**src/rtl/rv32i_insn_encoder_if.sv**
```systemverilog
// Field-set input and instruction-memory write bus of the RV32I encoder.
// The master drives field sets and start.
// The slave (the encoder) drives ready, the memory write strobe and its status.
interface rv32i_insn_encoder_if #(
  parameter int ADDR_W = 10
);
  logic              start;
  logic              in_valid;
  logic              in_ready;
  logic [6:0]        in_opcode;
  logic [2:0]        in_funct3;
  logic [6:0]        in_funct7;
  logic [4:0]        in_rd;
  logic [4:0]        in_rs1;
  logic [4:0]        in_rs2;
  logic [31:0]       in_imm;
  logic              mem_we;
  logic [ADDR_W-1:0] mem_addr;
  logic [31:0]       mem_wdata;
  logic [ADDR_W:0]   count;
  logic              full;
  logic              err;
  logic [1:0]        err_code;

  modport master (
    output start, in_valid, in_opcode, in_funct3, in_funct7,
           in_rd, in_rs1, in_rs2, in_imm,
    input  in_ready, mem_we, mem_addr, mem_wdata, count, full, err, err_code
  );

  modport slave (
    input  start, in_valid, in_opcode, in_funct3, in_funct7,
           in_rd, in_rs1, in_rs2, in_imm,
    output in_ready, mem_we, mem_addr, mem_wdata, count, full, err, err_code
  );
endinterface

```
**src/rtl/rv32i_insn_encoder.sv**
```systemverilog
// RV32I instruction encoder / program loader.
// Packs field sets into 32-bit instruction words and writes them to consecutive word addresses.
// Checks immediates for range and alignment, and stops in ERROR on the first bad set.
module rv32i_insn_encoder #(
  parameter int ADDR_W    = 10,
  parameter int MAX_WORDS = 1024
) (
  input logic                 clk,
  input logic                 rst,
  rv32i_insn_encoder_if.slave bus
);

  // Controller states.
  localparam logic [1:0] ST_IDLE  = 2'd0;
  localparam logic [1:0] ST_RUN   = 2'd1;
  localparam logic [1:0] ST_FULL  = 2'd2;
  localparam logic [1:0] ST_ERROR = 2'd3;

  // Error codes reported on err_code.
  localparam logic [1:0] ERR_NONE     = 2'b00;
  localparam logic [1:0] ERR_OPCODE   = 2'b01;
  localparam logic [1:0] ERR_RANGE    = 2'b10;
  localparam logic [1:0] ERR_MISALIGN = 2'b11;

  // RV32I major opcodes.
  localparam logic [6:0] OP_R      = 7'b0110011;
  localparam logic [6:0] OP_LOAD   = 7'b0000011;
  localparam logic [6:0] OP_IMM    = 7'b0010011;
  localparam logic [6:0] OP_JALR   = 7'b1100111;
  localparam logic [6:0] OP_STORE  = 7'b0100011;
  localparam logic [6:0] OP_BRANCH = 7'b1100011;
  localparam logic [6:0] OP_LUI    = 7'b0110111;
  localparam logic [6:0] OP_AUIPC  = 7'b0010111;
  localparam logic [6:0] OP_JAL    = 7'b1101111;

  // Count value held just before the final accepted word.
  localparam logic [ADDR_W:0] LAST_IDX = (ADDR_W+1)'(MAX_WORDS - 1);

  logic [1:0]        state;
  logic [ADDR_W:0]   count_q;
  logic              mem_we_q;
  logic [ADDR_W-1:0] mem_addr_q;
  logic [31:0]       mem_wdata_q;
  logic [1:0]        err_code_q;

  logic              ready;
  logic              accept;
  logic signed [31:0] imm_s;
  logic [31:0]       imm;
  logic [31:0]       enc_word;
  logic [1:0]        enc_code;

  assign imm   = bus.in_imm;
  assign imm_s = $signed(bus.in_imm);

  // A field set is taken only while running, and start always pre-empts it.
  assign ready  = (state == ST_RUN) && !bus.start;
  assign accept = bus.in_valid && ready;

  // Pack the presented field set and classify it. Misalignment outranks range errors.
  // NOTE: every always_comb output gets a default first so no path can infer a latch.
  always_comb begin
    enc_word = '0;
    enc_code = ERR_NONE;
    case (bus.in_opcode)
      OP_R: begin
        enc_word = {bus.in_funct7, bus.in_rs2, bus.in_rs1, bus.in_funct3, bus.in_rd, bus.in_opcode};
      end
      OP_LOAD, OP_IMM, OP_JALR: begin
        enc_word = {imm[11:0], bus.in_rs1, bus.in_funct3, bus.in_rd, bus.in_opcode};
        if (imm_s < -32'sd2048 || imm_s > 32'sd2047) enc_code = ERR_RANGE;
      end
      OP_STORE: begin
        enc_word = {imm[11:5], bus.in_rs2, bus.in_rs1, bus.in_funct3, imm[4:0], bus.in_opcode};
        if (imm_s < -32'sd2048 || imm_s > 32'sd2047) enc_code = ERR_RANGE;
      end
      OP_BRANCH: begin
        enc_word = {imm[12], imm[10:5], bus.in_rs2, bus.in_rs1, bus.in_funct3,
                    imm[4:1], imm[11], bus.in_opcode};
        if (imm[0])                                       enc_code = ERR_MISALIGN;
        else if (imm_s < -32'sd4096 || imm_s > 32'sd4094) enc_code = ERR_RANGE;
      end
      OP_LUI, OP_AUIPC: begin
        enc_word = {imm[31:12], bus.in_rd, bus.in_opcode};
        if (imm[11:0] != 12'd0) enc_code = ERR_MISALIGN;
      end
      OP_JAL: begin
        enc_word = {imm[20], imm[10:1], imm[11], imm[19:12], bus.in_rd, bus.in_opcode};
        if (imm[0])                                                 enc_code = ERR_MISALIGN;
        else if (imm_s < -32'sd1048576 || imm_s > 32'sd1048574)     enc_code = ERR_RANGE;
      end
      default: enc_code = ERR_OPCODE;
    endcase
  end

  // Controller, write pointer and the one-cycle registered write port.
  // NOTE: sequential state uses non-blocking assignments so every register samples pre-edge values.
  always_ff @(posedge clk) begin
    if (rst) begin
      state       <= ST_IDLE;
      count_q     <= '0;
      mem_we_q    <= 1'b0;
      mem_addr_q  <= '0;
      mem_wdata_q <= '0;
      err_code_q  <= ERR_NONE;
    end else begin
      mem_we_q <= 1'b0;
      if (bus.start) begin
        state      <= ST_RUN;
        count_q    <= '0;
        err_code_q <= ERR_NONE;
      end else if (accept) begin
        if (enc_code != ERR_NONE) begin
          state      <= ST_ERROR;
          err_code_q <= enc_code;
        end else begin
          mem_we_q    <= 1'b1;
          mem_addr_q  <= count_q[ADDR_W-1:0];
          mem_wdata_q <= enc_word;
          count_q     <= count_q + 1'b1;
          if (count_q == LAST_IDX) state <= ST_FULL;
        end
      end
    end
  end

  assign bus.in_ready  = ready;
  assign bus.mem_we    = mem_we_q;
  assign bus.mem_addr  = mem_addr_q;
  assign bus.mem_wdata = mem_wdata_q;
  assign bus.count     = count_q;
  assign bus.full      = (state == ST_FULL);
  assign bus.err       = (state == ST_ERROR);
  assign bus.err_code  = err_code_q;

endmodule

```
**src/flat_wrapper.sv**
```systemverilog
// flat-port wrapper written by rule: the top's interface ports become plain ports
module rv32i_insn_encoder_flat 
#(
  parameter int ADDR_W    = 10,
  parameter int MAX_WORDS = 1024
)
  (clk, rst, bus_start, bus_in_valid, bus_in_opcode, bus_in_funct3, bus_in_funct7, bus_in_rd, bus_in_rs1, bus_in_rs2, bus_in_imm, bus_in_ready, bus_mem_we, bus_mem_addr, bus_mem_wdata, bus_count, bus_full, bus_err, bus_err_code);
  rv32i_insn_encoder_if #(.ADDR_W(ADDR_W)) bus_i ();
  input logic clk;
  input logic rst;
  input wire logic [$bits(bus_i.start)-1:0] bus_start;
  input wire logic [$bits(bus_i.in_valid)-1:0] bus_in_valid;
  input wire logic [$bits(bus_i.in_opcode)-1:0] bus_in_opcode;
  input wire logic [$bits(bus_i.in_funct3)-1:0] bus_in_funct3;
  input wire logic [$bits(bus_i.in_funct7)-1:0] bus_in_funct7;
  input wire logic [$bits(bus_i.in_rd)-1:0] bus_in_rd;
  input wire logic [$bits(bus_i.in_rs1)-1:0] bus_in_rs1;
  input wire logic [$bits(bus_i.in_rs2)-1:0] bus_in_rs2;
  input wire logic [$bits(bus_i.in_imm)-1:0] bus_in_imm;
  output wire logic [$bits(bus_i.in_ready)-1:0] bus_in_ready;
  output wire logic [$bits(bus_i.mem_we)-1:0] bus_mem_we;
  output wire logic [$bits(bus_i.mem_addr)-1:0] bus_mem_addr;
  output wire logic [$bits(bus_i.mem_wdata)-1:0] bus_mem_wdata;
  output wire logic [$bits(bus_i.count)-1:0] bus_count;
  output wire logic [$bits(bus_i.full)-1:0] bus_full;
  output wire logic [$bits(bus_i.err)-1:0] bus_err;
  output wire logic [$bits(bus_i.err_code)-1:0] bus_err_code;
  assign bus_i.start = bus_start;
  assign bus_i.in_valid = bus_in_valid;
  assign bus_i.in_opcode = bus_in_opcode;
  assign bus_i.in_funct3 = bus_in_funct3;
  assign bus_i.in_funct7 = bus_in_funct7;
  assign bus_i.in_rd = bus_in_rd;
  assign bus_i.in_rs1 = bus_in_rs1;
  assign bus_i.in_rs2 = bus_in_rs2;
  assign bus_i.in_imm = bus_in_imm;
  assign bus_in_ready = bus_i.in_ready;
  assign bus_mem_we = bus_i.mem_we;
  assign bus_mem_addr = bus_i.mem_addr;
  assign bus_mem_wdata = bus_i.mem_wdata;
  assign bus_count = bus_i.count;
  assign bus_full = bus_i.full;
  assign bus_err = bus_i.err;
  assign bus_err_code = bus_i.err_code;
  rv32i_insn_encoder #(.ADDR_W(ADDR_W), .MAX_WORDS(MAX_WORDS)) u_core (.clk(clk), .rst(rst), .bus(bus_i));
endmodule
```
**config.mk**
```make
export PLATFORM = sky130hd
export DESIGN_NAME = rv32i_insn_encoder_flat
export DESIGN_NICKNAME = d
export VERILOG_FILES = /design/src/rtl/rv32i_insn_encoder_if.sv /design/src/rtl/rv32i_insn_encoder.sv /design/src/flat_wrapper.sv
export SDC_FILE = /design/constraint.sdc
export NUM_CORES = 1
export LEC_CHECK = 0
export BUFFER_PORTS_ARGS = -buffer_cell sky130_fd_sc_hd__buf_4
export CORE_MARGIN = 3
export CORE_UTILIZATION = 30
export CTS_CLUSTER_DIAMETER = 120
export DETAILED_ROUTE_END_ITERATION = 10
export GPL_TIMING_DRIVEN = 0
export PLACE_DENSITY = 0.55
export SYNTH_ARGS = -nofsm -noshare
export SYNTH_HDL_FRONTEND = slang
export SYNTH_SLANG_ARGS = --single-unit
```
**constraint.sdc**
```tcl
create_clock -name clk -period 5.89 [get_ports clk]
set_input_delay 1.178 -clock clk [delete_from_list [all_inputs] [get_ports clk]]
set_output_delay 1.178 -clock clk [all_outputs]
set_load 0.03 [all_outputs]
```
==> metrics.cfg <==
[outcome]
run_status=finished clean

[cts]
numClockSinks=58
tritoncts=done
cts-htree-levels=3
postCtsSetupBuffers=0
cts-root-buf=clkbuf_8
cts-buffers-inserted=9
holdBufCountCts=0
clockBufferDepth=2
clkSlewWorstSetupHoldPaths_ns=0.07
insertion_delay_ns=0.33
postCtsResizedCells=0

[logic_synthesis]
synth.largest_area_cell=dfxtp_1
async_reset_ff_share_pct=0
syn_avg_cell_area_um2=8.48
syn_nets=427
synth_cell_types=53
synth-seq-cells=58
syn_area_um2=3030
synthTopCellsByArea=dfxtp_1 (38%), a21oi_1 (9.2%), a211oi_1 (6.4%), nand3_1 (4.3%), a222oi_1 (4.0%)
syn_inst=358
synthFlopType=dfxtp_1
yosysWarnings=0
ys_seq_area_share_pct=38.3
synth_top_cell_area_share_pct=38.3
synth_edf_count=0

[power_and_ir_drop]
powerDensity_nw_per_um2=210
peakVddDrop_mv=0.152
cellLeakagePower_nw=1.66

[placement]
place_congestion=0.915
port_buffers=123
hpwl_mm=8.69
dp_worst_setup_slack_ns=2.50

[global_route]
grt-ovfl-total=0
grt_pass1_vias=3427
grt_pass1_wl_mm=17.6
antenna_found_initial=0
track_usage_pct=19.5
grt_max_degree=11

[timing]
period_needed_ns=3.10
fin_ws_ns=2.79
rsz0062_at_grt=no
worst_pin_slew_ns=0.875
min_period_over_period_pct=52.6
setup_viol=0
hold_viol=0
max_slew_margin_pct=41.3
final.setup.tns_ns=0
drv_slew=0
max_freq_mhz=323
skew_ns=0.0104

[die]
dieArea_um2=11400
initial_core_util_pct=30.9
die_h_um=107
ios=127
rows=36
core-area_um2=9820
die_x_um=107

[layout]
fillers=1050
area_growth_syn_to_layout_pct=43.1
final_util_pct=44.2
diodes=0
drive_above_1_share_pct=35.0
nets=561

[setup_path]
end_kind=register
r2r-end=u_core.bus.mem_wdata[22]
r2r_cells=7
start_kind=input port
path_class=in2reg
critPathRequiredTime_ns=6.15
path_max_fanout=10
arrival_ns=3.36
r2r-start=u_core.state[1]
r2r_slack_ns=3.85

[drt]
drt-total-wl_mm=11.3
routedWlPerCell_um=17.9
drtAntennaViolNets=0
first_iter_violations=285
dr.pass1.iters=7
via_count=3477
viasPerCell=5.52
drc=0

[min_path]
worstHoldPathType=reg2reg
hold_end=u_core.bus.mem_addr[4]
hold_depth=2
min_from=u_core.bus.mem_addr[4]

[job]
maxCapViolCount=0

-- synth_stat cells (2+ instances only) --
library cell  instances
clkbuf_1             10
nor2_2                2
or2_2                 3
nand3_1              26
a31o_2                2
nand3b_1              2
o21ai_0              14
a21oi_1              56
o21ai_1               8
or3_1                 4
buf_2                15
nand4_1               6
nand2_1              10
nor4_1                8
nor3_1               11
a22oi_1              15
buf_1                 2
a222oi_1             12
o31ai_1               8
and2_1                3
and3_1                7
and4_1                2
dfxtp_1              58
a211oi_1             26
nor2_1                9
buf_6                 5
or4_1                 8
-- layout make-up --
type | count | area (um^2) | share of cell area [%]
Buffer | 33 | 181 | 4.18
Clock buffer | 11 | 141 | 3.26
Clock inverter | 5 | 77.6 | 1.79
Inverter | 1 | 3.75 | 0.0864
Multi-Input combinational cell | 266 | 1690 | 38.9
Sequential cell | 58 | 1160 | 26.7
Tap cell | 133 | 166 | 3.83
Timing Repair Buffer | 123 | 923 | 21.3
-- registers in the layout (all words and copies together), names as in the netlist --
signal	cells
u_core.bus.mem_addr	10
u_core.bus.mem_we	1
u_core.bus.mem_wdata	32
u_core.bus.err_code	2
u_core.bus.count	11
u_core.state	2
-- layer usage --
layer  GRT usage [%]  share of wire (%)  up-vias
li1                -                  -     1694
met3            5.46                6.3       17
met1            25.4                 46     1639
met4            5.39                1.8        0
met2            31.4                 46      127
met5               0                  0        -
-- per-stage QoR --
| step | instance area, um^2 | instances | power (mW) | hold WS [ns] |
|---|---|---|---|---|
| 3_5_place_dp | 4120 | 614 | 0.503 | 0.463 |
| 3_3_place_gp | 4120 | 614 | 0.502 | 0.454 |
| 4_1_cts | 4340 | 630 | 0.915 | 0.478 |
| 6_report | 4340 | 630 | 0.910 | 0.476 |
| 5_1_grt | 4340 | 630 | 0.942 | 0.497 |
| 2_1_floorplan | 3030 | 358 | 0.444 | 0.494 |
-- where the power goes --
group	internal (mW)	switching (mW)	total, mW
sequential	0.394	0.00130	0.395
combinational	0.0456	0.0538	0.0993
clock	0.249	0.167	0.416
-- how the worst max path moves through the flow --
stage | from | end | slack [ns] | cells after the start
floorplan | bus_start | u_core.bus.count[10] | 2.70 | 6
global placement | bus_in_opcode[6] | u_core.bus.mem_addr[3] | 2.52 | 10
detailed placement | bus_in_opcode[6] | u_core.bus.mem_addr[0] | 2.50 | 10
CTS | bus_in_opcode[6] | u_core.bus.mem_addr[0] | 2.84 | 10
global route | bus_in_opcode[6] | u_core.bus.mem_addr[3] | 2.62 | 10
finish | bus_in_opcode[4] | u_core.bus.mem_addr[3] | 2.79 | 9
-- critical path: stages --
cell      delay [ns]
buf_4           0.14
nand3b_1        0.23
nor4_2          0.39
a22oi_1         0.20
o22ai_1         0.26
buf_2           0.26
clkbuf_1        0.39
o21ai_0         0.15
a21oi_1         0.16
-- logic make-up (layout without fill, tap and decap cells) --
logic type      after synthesis  after routing  share of synthesized area (%)
fa+ha+maj                     1              1                          0.412
xor+xnor                      1              1                          0.289
simple gates                113            113                           21.9
buf+inv                      34            173                           6.10
flops                        58             58                           38.3
compound gates              151            151                           33.0
-- layout by cell type, fill, tap and decap left out, types with 9 or more instances in the layout --
cell	n
a211oi_1	26
nor3_1	11
clkbuf_8	10
nand3_1	26
a222oi_1	12
o21ai_0	14
nand2_1	10
clkbuf_1	11
buf_2	15
a21oi_1	56
nor2_1	9
dfxtp_1	58
buf_4	123
a22oi_1	15
No activity file was read; power rests on OpenSTA's default activity.
